### config.mk
export PLATFORM = sky130hd
export DESIGN_NAME = mux_tree_pipe_flat
export DESIGN_NICKNAME = d
export VERILOG_FILES = /design/src/rtl/mux_tree_pipe_if.sv /design/src/rtl/mux_tree_pipe.sv /design/src/flat_wrapper.sv
export SDC_FILE = /design/constraint.sdc
export NUM_CORES = 1
export LEC_CHECK = 0
export CORE_MARGIN = 2
export CORE_UTILIZATION = 34
export CTS_CLUSTER_SIZE = 30
export DETAILED_ROUTE_END_ITERATION = 7
export PLACE_DENSITY = 0.75
export SLEW_MARGIN = 5
export SYNTH_ARGS = -nofsm -noshare
export SYNTH_HDL_FRONTEND = slang
export SYNTH_SLANG_ARGS = --single-unit
### constraint.sdc
create_clock -name clk -period 1.12 [get_ports clk]
set_input_delay 0.224 -clock clk [delete_from_list [all_inputs] [get_ports clk]]
set_output_delay 0.224 -clock clk [all_outputs]
set_load 0.02 [all_outputs]
### src/rtl/mux_tree_pipe_if.sv
// mux_tree_pipe_if
//   Bundles the input-side and output-side handshake of mux_tree_pipe.
//   The slave modport is the mux's view and the master modport is the view of
//   whatever drives and consumes it.
//
//   Parameters : WIDTH  bits per channel
//                NUM_IN number of channels (SEL_W is derived from it)
//   Signals    : in_data/in_sel/in_valid/in_ready    input beat and handshake
//                out_data/out_sel/out_err/out_valid  output beat
//                out_ready                           downstream accept
//                scan_en                             present only when
//                                                    MUX_TREE_SCAN_EN is defined
interface mux_tree_pipe_if #(
    parameter int WIDTH  = 1,
    parameter int NUM_IN = 16
);
    localparam int SEL_W = $clog2(NUM_IN);

    logic [NUM_IN*WIDTH-1:0] in_data;
    logic [SEL_W-1:0]        in_sel;
    logic                    in_valid;
    logic                    in_ready;
`ifdef MUX_TREE_SCAN_EN
    logic                    scan_en;
`endif
    logic [WIDTH-1:0]        out_data;
    logic [SEL_W-1:0]        out_sel;
    logic                    out_err;
    logic                    out_valid;
    logic                    out_ready;

`ifdef MUX_TREE_SCAN_EN
    modport slave (
        input  in_data, in_sel, in_valid, scan_en, out_ready,
        output in_ready, out_data, out_sel, out_err, out_valid
    );
    modport master (
        output in_data, in_sel, in_valid, scan_en, out_ready,
        input  in_ready, out_data, out_sel, out_err, out_valid
    );
`else
    modport slave (
        input  in_data, in_sel, in_valid, out_ready,
        output in_ready, out_data, out_sel, out_err, out_valid
    );
    modport master (
        output in_data, in_sel, in_valid, out_ready,
        input  in_ready, out_data, out_sel, out_err, out_valid
    );
`endif
endinterface

### src/rtl/mux_tree_pipe.sv
// mux_tree_pipe
//   Pipelined NUM_IN-to-1 multiplexer. Each pipeline stage registers one 4:1
//   level of the tree, so the critical path is a single 4:1 mux regardless of
//   NUM_IN. A valid/ready handshake travels alongside the data and every stage
//   advances together (no bubble squeezing).
//
//   Optional feature: define MUX_TREE_SCAN_EN to add bus.scan_en and an
//   internal channel counter that replaces in_sel while scan_en is high.
//
//   Ports:
//     clk  rising-edge clock
//     rst  synchronous active-high reset; drops every in-flight beat
//     bus  mux_tree_pipe_if.slave (in_* beat in, out_* beat out)
module mux_tree_pipe #(
    parameter int WIDTH  = 1,
    parameter int NUM_IN = 16
) (
    input  logic          clk,
    input  logic          rst,
    mux_tree_pipe_if.slave bus
);
    localparam int SEL_W  = $clog2(NUM_IN);
    localparam int STAGES = (SEL_W + 1) / 2;
    localparam int SELX   = 2 * STAGES;
    localparam int LEAVES = 1 << (2 * STAGES);

    // All stage partial results live in one array; stage k starts at
    // node_off(k) and holds 4^(STAGES-1-k) entries.
    function automatic int node_off(input int k);
        int acc;
        acc = 0;
        for (int m = 0; m < k; m++) begin
            acc += 1 << (2 * (STAGES - 1 - m));
        end
        return acc;
    endfunction

    localparam int TOTAL    = node_off(STAGES);
    localparam int LAST_OFF = node_off(STAGES - 1);

    function automatic logic [WIDTH-1:0] mux4(
        input logic [WIDTH-1:0] a,
        input logic [WIDTH-1:0] b,
        input logic [WIDTH-1:0] c,
        input logic [WIDTH-1:0] d,
        input logic [1:0]       s
    );
        case (s)
            2'd0:    return a;
            2'd1:    return b;
            2'd2:    return c;
            default: return d;
        endcase
    endfunction

    logic                adv;
    logic [WIDTH-1:0]    pad_in    [LEAVES];
    logic [WIDTH-1:0]    node_reg  [TOTAL];
    logic [WIDTH-1:0]    node_next [TOTAL];
    logic [SEL_W-1:0]    sel_reg   [STAGES];
    logic [SEL_W-1:0]    sel_next  [STAGES];
    logic [STAGES-1:0]   err_reg;
    logic [STAGES-1:0]   err_next;
    logic [STAGES-1:0]   valid_reg;
    logic [STAGES-1:0]   valid_next;
    logic [SEL_W-1:0]    sel0;
    logic                err0;

    // The whole pipe moves as one: it only stalls when the output holds a
    // beat nobody is taking.
    assign adv          = !valid_reg[STAGES-1] || bus.out_ready;
    assign bus.in_ready = adv;

`ifdef MUX_TREE_SCAN_EN
    logic [SEL_W-1:0] scan_cnt_reg;
    logic [SEL_W-1:0] scan_cnt_next;

    // Counter sits at 0 whenever scan is off, so every scan run starts at
    // channel 0. It wraps at NUM_IN-1, never producing an out-of-range select.
    always_comb begin
        scan_cnt_next = scan_cnt_reg;
        if (!bus.scan_en) begin
            scan_cnt_next = '0;
        end else if (bus.in_valid && adv) begin
            if (32'(scan_cnt_reg) == NUM_IN - 1) begin
                scan_cnt_next = '0;
            end else begin
                scan_cnt_next = scan_cnt_reg + SEL_W'(1);
            end
        end
    end

    always_ff @(posedge clk) begin
        if (rst) begin
            scan_cnt_reg <= '0;
        end else begin
            scan_cnt_reg <= scan_cnt_next;
        end
    end

    assign sel0 = bus.scan_en ? scan_cnt_reg : bus.in_sel;
`else
    assign sel0 = bus.in_sel;
`endif

    assign err0 = (32'(sel0) >= NUM_IN);

    // Zero-pad the channel set up to a full 4-ary tree.
    for (genvar gi = 0; gi < LEAVES; gi++) begin : g_pad
        if (gi < NUM_IN) begin : g_ch
            assign pad_in[gi] = bus.in_data[gi*WIDTH +: WIDTH];
        end else begin : g_zero
            assign pad_in[gi] = '0;
        end
    end

    for (genvar gi = 0; gi < STAGES; gi++) begin : g_stage
        localparam int OFF   = node_off(gi);
        localparam int NODES = 1 << (2 * (STAGES - 1 - gi));
        logic [1:0] pick;

        if (gi == 0) begin : g_first
            assign pick          = 2'(SELX'(sel0));
            assign sel_next[0]   = sel0;
            assign err_next[0]   = err0;
            assign valid_next[0] = bus.in_valid;
            // Out-of-range selects are zeroed here so later stages carry 0.
            for (genvar gj = 0; gj < NODES; gj++) begin : g_node
                assign node_next[OFF+gj] = err0 ? '0 :
                    mux4(pad_in[4*gj], pad_in[4*gj+1],
                         pad_in[4*gj+2], pad_in[4*gj+3], pick);
            end
        end else begin : g_later
            localparam int PREV = node_off(gi - 1);
            // Each stage consumes the next two select bits of the beat it
            // is working on, taken from the select carried by the prior stage.
            assign pick           = 2'(SELX'(sel_reg[gi-1]) >> (2 * gi));
            assign sel_next[gi]   = sel_reg[gi-1];
            assign err_next[gi]   = err_reg[gi-1];
            assign valid_next[gi] = valid_reg[gi-1];
            for (genvar gj = 0; gj < NODES; gj++) begin : g_node
                assign node_next[OFF+gj] =
                    mux4(node_reg[PREV+4*gj], node_reg[PREV+4*gj+1],
                         node_reg[PREV+4*gj+2], node_reg[PREV+4*gj+3], pick);
            end
        end
    end

    always_ff @(posedge clk) begin
        if (rst) begin
            for (int i = 0; i < TOTAL; i++) begin
                node_reg[i] <= '0;
            end
            for (int i = 0; i < STAGES; i++) begin
                sel_reg[i] <= '0;
            end
            err_reg   <= '0;
            valid_reg <= '0;
        end else if (adv) begin
            node_reg  <= node_next;
            sel_reg   <= sel_next;
            err_reg   <= err_next;
            valid_reg <= valid_next;
        end
    end

    assign bus.out_data  = node_reg[LAST_OFF];
    assign bus.out_sel   = sel_reg[STAGES-1];
    assign bus.out_err   = err_reg[STAGES-1];
    assign bus.out_valid = valid_reg[STAGES-1];
endmodule

### src/flat_wrapper.sv
// flat-port wrapper written by rule: the top's interface ports become plain ports
module mux_tree_pipe_flat 
#(
    parameter int WIDTH  = 1,
    parameter int NUM_IN = 16
)
  (clk, rst, bus_in_data, bus_in_sel, bus_in_valid, bus_out_ready, bus_in_ready, bus_out_data, bus_out_sel, bus_out_err, bus_out_valid);
  mux_tree_pipe_if #(.WIDTH(WIDTH), .NUM_IN(NUM_IN)) bus_i ();
  input  logic clk;
  input  logic rst;
  input wire logic [$bits(bus_i.in_data)-1:0] bus_in_data;
  input wire logic [$bits(bus_i.in_sel)-1:0] bus_in_sel;
  input wire logic [$bits(bus_i.in_valid)-1:0] bus_in_valid;
  input wire logic [$bits(bus_i.out_ready)-1:0] bus_out_ready;
  output wire logic [$bits(bus_i.in_ready)-1:0] bus_in_ready;
  output wire logic [$bits(bus_i.out_data)-1:0] bus_out_data;
  output wire logic [$bits(bus_i.out_sel)-1:0] bus_out_sel;
  output wire logic [$bits(bus_i.out_err)-1:0] bus_out_err;
  output wire logic [$bits(bus_i.out_valid)-1:0] bus_out_valid;
  assign bus_i.in_data = bus_in_data;
  assign bus_i.in_sel = bus_in_sel;
  assign bus_i.in_valid = bus_in_valid;
  assign bus_i.out_ready = bus_out_ready;
  assign bus_in_ready = bus_i.in_ready;
  assign bus_out_data = bus_i.out_data;
  assign bus_out_sel = bus_i.out_sel;
  assign bus_out_err = bus_i.out_err;
  assign bus_out_valid = bus_i.out_valid;
  mux_tree_pipe #(.WIDTH(WIDTH), .NUM_IN(NUM_IN)) u_core (.clk(clk), .rst(rst), .bus(bus_i));
endmodule
==> flow_summary.toml, run 1 <==
[grt]
grt_pass1_wl_um = 2130
grt_usage_pct = 13.3
antenna_found_initial = 0
grt_pass1_vias = 543
grt_max_degree = 16
overflow = 0

[pwr]
power_density_nw_per_um2 = 1100
p_leak_nw = 0.422
ir_drop_mv = 0.612
p_total_mw = 1.12

[cts]
cts_tree = "done"
cts_buffer_depth = 2
cts_buffers = 3
cts_sinks = 15
ctsRootBufferMaster = "clkbuf_4"
path_clk_slew_ns = 0.08
clk_latency_ns = 0.28
htreeDepth = 1

[sta]
slew_viol_final = 0
finalCritPeriodShare_pct = 102
hold_ws_ns = 0.448
finalWorstSetupSlack_ns = -0.0273
rsz0062_at_grt = "yes"
setup_viol = 2
fin_skew_ns = 0.000294
hold_viol = 0
period_minus_slack_ns = 1.15
clock.fmax_mhz = 872

[synth]
syn_inst = 73
yosysWarnings = 0
synth.avg_cell_area_um2 = 8.95
ys_ff_latch = 15
syn_area_um2 = 653
seq_area_frac_synth_pct = 46.0
syn_nets = 97
synth.distinct_cells = 13

[die]
die_x_um = 47.8
start_util_pct = 37.0
rows = 15
ios = 32
die_h_um = 47.8
die_area_um2 = 2290
coreArea_um2 = 1760

[layout]
n_antenna_cell = 0
areaGrowthSynthToFinish_pct = 55.9
drive_gt1_share_pct = 23.1
nets = 133
final_area_um2 = 1020
utilization_pct = 57.7

[routing]
viasPerCell = 4.71
vias = 627
wl_per_cell_um = 10.6
drt_iter0_drc = 4
route.detailed.drc = 0
dr.pass1.iters = 4
wl_um = 1410
ant_nets = 0

[critical_path]
worstSetupEndpoint = "bus_in_ready"
worstReg2RegEnd = "u_core.bus.out_data"
regToRegSetupSlack_ns = 0.07
cp_max_fo = 2
start_kind = "register"
crit_type = "reg2out"
crit_start = "u_core.valid_reg[1]"
r2r_cells = 3
cp-end-kind = "output port"
reg2reg_from = "u_core.g_stage[1].pick[0]"
worst_ep_required_time_ns = 0.90
worst_ep_arrival_time_ns = 0.92

[run_status]
violations = "negative setup slack"
status = "complete, but fails checks"

[placement]
place_hpwl_um = 1140
post_dp_cell_area_um2 = 1010
port_buffers = 30
gp_congestion = 0.723

[worst_hold_path]
hp-class = "reg2reg"

[run]
maxCapViolations = 0
worst max-delay path, cell delays in order (launching register included):
cell and delay (ns):
dfxtp_2 0.33, nor2b_4 0.14, inv_2 0.05, buf_6 0.12
per-layer routing:
layer	wire [um]	track usage [%]	up-vias
li1	-	-	311
met1	545	15.7	281
met2	730	23.5	33
met3	116	1.89	2
met4	19	6.49	0
met5	0	0	-
cells in the mapped netlist:
| cell type | number | share of area, % |
|---|---|---|
| conb_1 | 1 | 0.57 |
| nand2_1 | 28 | 16 |
| buf_6 | 2 | 3.4 |
| nor2_1 | 2 | 1.1 |
| a21oi_1 | 14 | 11 |
| dfxtp_1 | 15 | 46 |
| inv_2 | 1 | 0.57 |
| mux4_2 | 5 | 17 |
| nor2b_1 | 1 | 0.96 |
| buf_4 | 1 | 1.1 |
| buf_2 | 1 | 0.77 |
| clkbuf_1 | 1 | 0.57 |
| clkbuf_2 | 1 | 0.77 |
stage by stage:
step / TNS [ns] / cells / setup slack [ns]
4_1_cts: -0.0596 / 133 / -0.0447
3_5_place_dp: -4.20 / 129 / -0.496
2_1_floorplan: 0 / 73 / 0.0108
6_report: -0.0276 / 133 / -0.0273
5_1_grt: -0.133 / 133 / -0.0750
3_3_place_gp: -4.16 / 129 / -0.507
cell families after synthesis:
group | after synthesis | share of synthesized area, %
other | 1 | 0.574
buffers and inverters | 7 | 7.28
flip-flops | 15 | 46.0
multiplexers | 5 | 17.2
AO/OA/AOI/OAI | 14 | 10.7
AND/OR/NAND/NOR | 31 | 18.2
worst min path at each step:
stage	startpoint	endpoint	slack (ns)	cells past startpoint
final	u_core.bus.out_sel[3]	u_core.bus.out_sel[3]	0.45	2
after global routing	u_core.node_reg[2]	u_core.node_reg[2]	0.48	2
after CTS	u_core.node_reg[1]	u_core.node_reg[1]	0.45	2
after detailed placement	u_core.node_reg[1]	u_core.node_reg[1]	0.44	2
after global placement	u_core.bus.out_data	u_core.bus.out_data	0.44	2
after floorplan	rst	u_core.bus.out_data	0.29	1
layout make-up:
cell class	instances	area [um2]
fillers	181	746
repair buffers	37	342
well taps	25	31.3
multi-input cells	51	313
inverters	1	3.75
clock buffers	4	26.3
flip-flops and latches	15	303
layout by cell type (no fill, tap or decap):
cell type	count
buf_12	1
dfxtp_2	2
conb_1	1
dfxtp_1	13
nand2_1	28
clkbuf_1	1
nor2_1	2
nor2b_4	1
clkbuf_4	3
buf_4	5
clkdlybuf4s15_1	1
inv_2	1
clkdlybuf4s50_1	20
dlygate4sd2_1	3
buf_6	2
mux4_2	5
buf_2	5
a21oi_1	14
repair_timing:
| item | CTS | global route |
|---|---|---|
| buffers inserted | 0 | 0 |
| resized for setup | 29 | 6 |
| setup endpoints to repair | 11 | 8 |
| pin swaps | 1 | 1 |
| hold buffers | 0 | 0 |
report_power, final:
part / total (mW) / internal (mW) / switching (mW) / leakage, nW
Combinational: 0.239 / 0.149 / 0.0895 / 0.282
Clock: 0.298 / 0.138 / 0.160 / 0.0150
Sequential: 0.586 / 0.569 / 0.0167 / 0.125
Power figures use the tool's default switching activity.
==> run 2, diff against run 1 <==
- CORE_MARGIN: 2 -> 8
==> run 2 against run 1 <==
  * The run still ends with negative setup slack left
  * Clock power fell by 3%
  * Cell count is 1.5% higher
  * Setup slack gained 0.0088 ns
  * Sequential power hardly changed
  * Sequential share of layout area fell by 0.082 points
  * Register-to-register slack got worse by 0.02 ns
  * Hold slack worse by 0.057 ns
  * Flip-flop and latch count stayed put
  * Fmax is 0.77% higher
  * Final area grew 1.1%
  * Critical path type unchanged
==> flow_summary.toml, run 2 (same netlist as run 1, synthesis figures left out) <==
[sta]
setup_viol = 2
hold_viol = 0
finalWorstSetupSlack_ns = -0.0185
fin_skew_ns = 0.00560
slew_viol_final = 0
finalCritPeriodShare_pct = 102
period_minus_slack_ns = 1.14
rsz0062_at_grt = "yes"
clock.fmax_mhz = 878
tns_ns = -0.0254

[placement]
port_buffers = 30
pre_cts_ws_ns = -0.552
gp_congestion = 0.740
place_hpwl_um = 1290
post_dp_cell_area_um2 = 995

[grt]
grt_max_degree = 16
antenna_found_initial = 0
grt_usage_pct = 9.91
overflow = 0
grt_pass1_wl_um = 2760
grt_pass1_vias = 670

[critical_path]
crit_type = "reg2out"
cpLargestDelayFamily = "flip-flops"
worst_ep_required_time_ns = 0.90
cp-end-kind = "output port"
crit_chain = "nor2b_4 > inv_2 > buf_6"
start_kind = "register"
path_buf_inv = 2
cp_max_fo = 2
worst_ep_arrival_time_ns = 0.91
slowest_delay_ns = 0.33
worst_path_max_delay_cell = "dfxtp_2"

[run_status]
violations = "negative setup slack"
status = "complete, but fails checks"

[routing]
viasPerCell = 4.64
drt_iter0_drc = 9
ant_nets = 0
dr.pass1.iters = 4
route.detailed.drc = 0
wl_per_cell_um = 11.9
vias = 626
wl_um = 1600

[layout]
final_area_um2 = 1030
areaGrowthSynthToFinish_pct = 57.7
drive_gt1_share_pct = 24.1
layout_common_cells = "nand2_1 (28), clkdlybuf4s50_1 (20), a21oi_1 (14), dfxtp_1 (13)"
n_fill_cell = 194
final_common_cell = "nand2_1"
n_antenna_cell = 0
nets = 133

[die]
coreArea_um2 = 1880
ios = 32
die_x_um = 59.8
start_util_pct = 34.7
rows = 16
die_h_um = 59.8
die_area_um2 = 3580

[worst_hold_path]
hp-class = "in2reg"

[pwr]
ir_drop_mv = 0.488
power_density_nw_per_um2 = 1080
p_leak_nw = 0.428

[cts]
cts_buffers = 3
path_clk_slew_ns = 0.08
clk_latency_ns = 0.27
ctsRootBufferMaster = "clkbuf_4"
htreeDepth = 1
cts_tree = "done"
cts_sinks = 15
cts_hold_buffers = 0
cts_buffer_depth = 2

[run]
maxCapViolations = 0
[run 2: final cells by class]
cell class | count | area (um2) | share of cell area (%)
repair buffers | 37 | 348 | 33.8
clock buffers | 4 | 26.3 | 2.55
multi-input cells | 51 | 313 | 30.4
inverters | 1 | 3.75 | 0.365
well taps | 27 | 33.8 | 3.28
flip-flops and latches | 15 | 305 | 29.6
[run 2: what timing repair did]
item	in CTS	in global routing
gates resized for setup	26	11
pin swaps	0	1
setup endpoints to repair	12	11
setup buffers	0	2
[run 2: layer usage]
| metal | wire, um | share of wire, % | up-vias | track usage [%] |
|---|---|---|---|---|
| li1 | - | - | 315 | - |
| met1 | 636 | 40 | 282 | 10.2 |
| met2 | 808 | 50 | 27 | 17.1 |
| met3 | 148 | 9.2 | 2 | 3.66 |
| met4 | 8 | 0.50 | 0 | 5.10 |
| met5 | 0 | 0 | - | 0 |
[run 2: power breakdown]
part	total [mW]	internal [mW]	switching (mW)
logic	0.240	0.150	0.0898
registers	0.587	0.568	0.0192
clock network	0.289	0.138	0.151
[run 2: tightest hold or removal path: stages]
cell,delay (ns)
clkbuf_2,0.15
buf_4,0.15
nand2_1,0.05
a21oi_1,0.05
[run 2: worst paths after layout]
| path | startpoint | endpoint | slack, ns | cells after the start |
|---|---|---|---|---|
| worst max register to register | u_core.g_stage[1].pick[0] | u_core.bus.out_data | 0.05 | 3 |
| worst min register to register | u_core.bus.out_sel[3] | u_core.bus.out_sel[3] | 0.45 | 2 |
| worst max-delay path | u_core.valid_reg[1] | bus_in_ready | -0.02 | 3 |
| worst min-delay path | bus_in_sel[0] | u_core.sel_next[0] | 0.39 | 4 |
[run 2: stage by stage]
step	utilization (%)	hold slack, ns	instances	power, mW
floorplan	-	0.293	73	0.712
global placement	52.9	0.436	129	0.837
detailed placement	52.9	0.443	129	0.847
CTS	54.7	0.455	133	1.13
global route	54.7	0.420	135	1.17
finish	54.7	0.391	135	1.12
